===== config.mk =====
export PLATFORM = sky130hd
export DESIGN_NAME = router_out_port_flat
export DESIGN_NICKNAME = d
export VERILOG_FILES = /design/src/rtl/router_out_port_if.sv /design/src/rtl/router_out_port.sv /design/src/flat_wrapper.sv
export SDC_FILE = /design/constraint.sdc
export NUM_CORES = 1
export LEC_CHECK = 0
export ABC_AREA = 1
export CORE_UTILIZATION = 34
export CTS_BUF_LIST = sky130_fd_sc_hd__clkbuf_16
export DETAILED_ROUTE_END_ITERATION = 8
export PLACE_DENSITY = 0.78
export SLEW_MARGIN = 15
export SYNTH_ARGS = -nofsm -noshare
export SYNTH_HDL_FRONTEND = slang
export SYNTH_SLANG_ARGS = --single-unit

===== constraint.sdc =====
create_clock -name CLK -period 1.6 [get_ports CLK]
set_input_delay 0.24 -clock CLK [delete_from_list [all_inputs] [get_ports CLK]]
set_output_delay 0.24 -clock CLK [all_outputs]
set_load 0.05 [all_outputs]

===== src/rtl/router_out_port_if.sv =====
// rtl/router_out_port_if.sv - handshake bundle between a router output port and its environment
interface router_out_port_if;
   logic        enable;
   logic [3:0]  in_valid;
   logic [31:0] in_data;
   logic [3:0]  in_last;
   logic [3:0]  in_ready;
   logic [3:0]  req_vector;
   logic [3:0]  grant_vector;
   logic        out_valid;
   logic [7:0]  out_data;
   logic        out_last;
   logic        out_ready;
   logic        busy;
   logic [1:0]  cur_port;
   logic        err;

   modport slave (
      input  enable, in_valid, in_data, in_last, grant_vector, out_ready,
      output in_ready, req_vector, out_valid, out_data, out_last, busy, cur_port, err
   );

   modport master (
      output enable, in_valid, in_data, in_last, grant_vector, out_ready,
      input  in_ready, req_vector, out_valid, out_data, out_last, busy, cur_port, err
   );
endinterface


===== src/rtl/router_out_port.sv =====
// rtl/router_out_port.sv - 4:1 packet output port locked to one input per packet
// Define ROUTER_GRANT_CHECK_EN to flag malformed grants on err instead of taking the lowest grant bit.
module router_out_port (
   input  logic             CLK,
   input  logic             RST,
   router_out_port_if.slave bus
);
   localparam logic [0:0] IDLE = 1'b0;
   localparam logic [0:0] BUSY = 1'b1;

   logic [0:0] state_q, state_d;
   logic [1:0] cur_port_q, cur_port_d;
   logic       prev_req_q, prev_req_d;
   logic       out_valid_q, out_valid_d;
   logic [7:0] out_data_q, out_data_d;
   logic       out_last_q, out_last_d;

   logic [3:0] req;
   logic [3:0] ready;
   logic [1:0] gnt_idx;
   logic       gnt_ok;
   logic       qualify;
   logic       start;
   logic       xfer;

`ifdef ROUTER_GRANT_CHECK_EN
   logic [3:0] prev_vec_q, prev_vec_d;
   logic       err_q, err_d;
`endif

   always_comb begin
      req = (state_q == IDLE && bus.enable) ? bus.in_valid : 4'b0000;
      gnt_idx = 2'd0;
      for (int i = 3; i >= 0; i--) begin
         if (bus.grant_vector[i]) gnt_idx = i[1:0];
      end
`ifdef ROUTER_GRANT_CHECK_EN
      gnt_ok = $onehot(bus.grant_vector) && ((bus.grant_vector & ~prev_vec_q) == 4'b0000);
`else
      gnt_ok = |bus.grant_vector;
`endif
      // The arbiter answers last cycle's request, so only trust grant one cycle after a request.
      qualify = (state_q == IDLE) && bus.enable && prev_req_q;
      start   = qualify && gnt_ok && bus.in_valid[gnt_idx];
      ready   = (state_q == BUSY && bus.enable && (!out_valid_q || bus.out_ready))
                ? (4'b0001 << cur_port_q) : 4'b0000;
      xfer    = |(ready & bus.in_valid);
   end

   always_comb begin
      state_d     = state_q;
      cur_port_d  = cur_port_q;
      prev_req_d  = prev_req_q;
      out_valid_d = out_valid_q;
      out_data_d  = out_data_q;
      out_last_d  = out_last_q;
      if (bus.enable) prev_req_d = |req;
      if (start) begin
         state_d    = BUSY;
         cur_port_d = gnt_idx;
      end
      if (xfer) begin
         out_valid_d = 1'b1;
         out_data_d  = bus.in_data[{cur_port_q, 3'b000} +: 8];
         out_last_d  = bus.in_last[cur_port_q];
         if (bus.in_last[cur_port_q]) state_d = IDLE;
      end else if (bus.out_ready) begin
         out_valid_d = 1'b0;
      end
   end

`ifdef ROUTER_GRANT_CHECK_EN
   always_comb begin
      prev_vec_d = bus.enable ? req : prev_vec_q;
      err_d      = err_q | (qualify && !gnt_ok);
   end

   always_ff @(posedge CLK) begin
      if (RST) begin
         prev_vec_q <= 4'b0000;
         err_q      <= 1'b0;
      end else begin
         prev_vec_q <= prev_vec_d;
         err_q      <= err_d;
      end
   end

   assign bus.err = err_q;
`else
   assign bus.err = 1'b0;
`endif

   always_ff @(posedge CLK) begin
      if (RST) begin
         state_q     <= IDLE;
         cur_port_q  <= 2'd0;
         prev_req_q  <= 1'b0;
         out_valid_q <= 1'b0;
         out_data_q  <= 8'h00;
         out_last_q  <= 1'b0;
      end else begin
         state_q     <= state_d;
         cur_port_q  <= cur_port_d;
         prev_req_q  <= prev_req_d;
         out_valid_q <= out_valid_d;
         out_data_q  <= out_data_d;
         out_last_q  <= out_last_d;
      end
   end

   assign bus.req_vector = req;
   assign bus.in_ready   = ready;
   assign bus.out_valid  = out_valid_q;
   assign bus.out_data   = out_data_q;
   assign bus.out_last   = out_last_q;
   assign bus.busy       = (state_q == BUSY);
   assign bus.cur_port   = cur_port_q;
endmodule


===== src/flat_wrapper.sv =====
// flat-port wrapper written by rule: the top's interface ports become plain ports
module router_out_port_flat 
  (CLK, RST, bus_enable, bus_in_valid, bus_in_data, bus_in_last, bus_grant_vector, bus_out_ready, bus_in_ready, bus_req_vector, bus_out_valid, bus_out_data, bus_out_last, bus_busy, bus_cur_port, bus_err);
  router_out_port_if bus_i ();
  input  logic CLK;
  input  logic RST;
  input wire logic [$bits(bus_i.enable)-1:0] bus_enable;
  input wire logic [$bits(bus_i.in_valid)-1:0] bus_in_valid;
  input wire logic [$bits(bus_i.in_data)-1:0] bus_in_data;
  input wire logic [$bits(bus_i.in_last)-1:0] bus_in_last;
  input wire logic [$bits(bus_i.grant_vector)-1:0] bus_grant_vector;
  input wire logic [$bits(bus_i.out_ready)-1:0] bus_out_ready;
  output wire logic [$bits(bus_i.in_ready)-1:0] bus_in_ready;
  output wire logic [$bits(bus_i.req_vector)-1:0] bus_req_vector;
  output wire logic [$bits(bus_i.out_valid)-1:0] bus_out_valid;
  output wire logic [$bits(bus_i.out_data)-1:0] bus_out_data;
  output wire logic [$bits(bus_i.out_last)-1:0] bus_out_last;
  output wire logic [$bits(bus_i.busy)-1:0] bus_busy;
  output wire logic [$bits(bus_i.cur_port)-1:0] bus_cur_port;
  output wire logic [$bits(bus_i.err)-1:0] bus_err;
  assign bus_i.enable = bus_enable;
  assign bus_i.in_valid = bus_in_valid;
  assign bus_i.in_data = bus_in_data;
  assign bus_i.in_last = bus_in_last;
  assign bus_i.grant_vector = bus_grant_vector;
  assign bus_i.out_ready = bus_out_ready;
  assign bus_in_ready = bus_i.in_ready;
  assign bus_req_vector = bus_i.req_vector;
  assign bus_out_valid = bus_i.out_valid;
  assign bus_out_data = bus_i.out_data;
  assign bus_out_last = bus_i.out_last;
  assign bus_busy = bus_i.busy;
  assign bus_cur_port = bus_i.cur_port;
  assign bus_err = bus_i.err;
  router_out_port u_core (.CLK(CLK), .RST(RST), .bus(bus_i));
endmodule

==> flow_summary.ini <==
[run_status]
status = complete, no violations

[setup_path]
arrival_ps = 1290
r2r_cells = 9
timing.reg2reg.setup_slack_ps = 210
required_ps = 1360
cp-start-kind = input port
critPathCaptureType = output pin
cp_max_fo = 4
path_cells = clkdlybuf4s50_1, inv_1, nand2_2, nand2_4, nor2_4, buf_4, buf_12
critPathMaxStageDelay_ps = 450
cp_slowest_cell = clkdlybuf4s50_1
critPathKind = in -> out

[place]
dp_hpwl_mm = 2.925
place_inst = 270
io_buffers = 68
place_congestion = 0.7515
dpl_cell_area_um2 = 1824

[sta]
setup_violations = 0
hold_viol_final = 0
fmax_mhz = 655.0
rsz0062_at_grt = no
finalCriticalPeriod_ps = 1527
final.setup.tns_ps = 0
period_share_pct = 95.41
clock_skew_ps = 1.470
finalMaxSlewViolations = 0

[clocking]
cts_root_buf = clkbuf_16
ctsHoldBuffers = 0
cts_tree = built
clk_path_buf_depth = 2
clock_latency_ps = 250
cts.sinks = 14
cts_buffers = 3
cts.clk_slew.worst_paths_ps = 50
htree_levels = 1

[finish]
final_cell_mix = nand2_1, clkdlybuf4s50_1, nor2_1
nNetsFinal = 294
finalNonFillerCells = 275
final_core_util_pct = 75.61
final_layout_size_suffix_gt1_share_pct = 23.27
design_area_um2 = 1924
antenna_cells = 0
area_growth_pct = 102.9

[floorplanning]
die_x_um = 54.82
dieArea_um2 = 3005
rows = 18
core_um2 = 2545
fp.dieH_um = 54.82
ios = 70
initial_core_util_pct = 37.27

[synth]
avgSynthCellArea_um2 = 5.783
synth.distinct_cells = 19
synth_nets = 212
seq_area_frac_synth_pct = 29.55
netlist_instances = 164
ys_ff_latch = 14
yosys_warnings = 0
syn-cell-area_um2 = 948.4

[global_route]
first_global_vias = 1225
antenna_found_initial = 0
track_usage_pct = 24.80
grt_start_max_net_pins = 13
grt_pass1_wl_mm = 5.354
grt-ovfl-total = 0

[pwr]
power.density_nw_per_um2 = 636.7
leakage_nw = 0.9079
peakVddDrop_v = 0.0005843
total_power_w = 0.001225

[hold_path]
hold_class = in -> reg
hold_depth = 4

[routing]
drc_errors = 0
avgRoutedWirePerCell_um = 12.99
drt-initial-drc-count = 38
vias = 1320
vias_per_cell = 4.800
dr.pass1.iters = 4
wl_mm = 3.571
ant_nets = 0

[job]
drv_cap = 0
logic make-up (layout without fill, tap and decap cells):
family / after synthesis / in the layout / synth area share, %
AND/OR/NAND/NOR: 101 / 101 / 44.06
other: 1 / 1 / 0.3954
buffers and inverters: 27 / 108 / 11.87
AO/OA/AOI/OAI: 21 / 21 / 14.12
flip-flops: 14 / 14 / 29.55
worst max-delay path: cells and delay by family:
family	cells	cell delay [ps]
AND/OR/NAND/NOR	3	310
buffers and inverters	4	730
per-layer routing:
layer	routed length (µm)	track usage (%)	vias up	part of all wire, %
li1	-	-	681	-
met1	1526	31.31	604	43
met2	1902	43.98	33	53
met3	133	5.278	2	3.7
met4	8	2.137	0	0.22
met5	0	0	-	0
path summary, 6_finish.rpt:
path | end | startpoint
worst max-delay path | bus_in_ready[0] | bus_out_ready
worst min-delay path | u_core.prev_req_q | bus_enable
worst max register to register | u_core.bus.out_data[2] | u_core.bus.cur_port[0]
worst min register to register | u_core.bus.out_last | u_core.bus.out_last
stage by stage:
step	hold slack, ps	worst slack [ps]
global placement	454.3	-126.3
CTS	473.1	2.967
detailed placement	466.0	-183.5
finish	448.0	73.37
floorplan	301.7	-8.039
global route	497.3	5.720
timing repair:
item	4_1_cts	5_1_grt
setup buffers	0	1
gates resized for setup	0	7
endpoints found under the setup margin	0	15
layout make-up:
| class | count | area (µm²) |
|---|---|---|
| fill | 211 | 620.6 |
| clock inverter | 1 | 3.754 |
| timing repair buffer | 80 | 824.5 |
| clock buffer | 3 | 75.07 |
| multi-input combinational | 123 | 600.6 |
| tap | 30 | 37.54 |
| sequential | 14 | 292.8 |
| inverter | 24 | 90.09 |
registers in the layout, indices dropped and copies added, names as in the netlist:
| signal | count |
|---|---|
| u_core.bus.out_data | 8 |
| u_core.bus.cur_port | 2 |
| u_core.bus.busy | 1 |
| u_core.bus.out_last | 1 |
| u_core.bus.out_valid | 1 |
| u_core.prev_req_q | 1 |
synthesized netlist by cell type:
master    count  share of area, %
o221ai_1      1              0.92
o21ai_0       7               3.7
a211oi_1      2               1.6
inv_1        22               8.7
a31oi_1       2               1.3
inv_2         2              0.79
clkbuf_1      1              0.40
nand3_1      13               6.9
buf_6         1               1.2
buf_4         1              0.79
nand2_1      49                19
nor2_2        3               2.0
a22oi_1       7               5.5
nand2_2       3               2.0
a21oi_1       2               1.1
nor2_1       32                13
dfxtp_1      14                30
conb_1        1              0.40
nor2_4        1               1.2
power breakdown:
part | switching (W) | total [W] | leakage, nW | internal (W)
registers | 0.0000106 | 0.000369 | 0.116 | 0.000358
clock network | 0.000153 | 0.000484 | 0.0385 | 0.000331
logic | 0.000182 | 0.000372 | 0.753 | 0.000190
total | 0.000345 | 0.00123 | 0.908 | 0.000880
No activity file was read; power rests on OpenSTA's default activity.
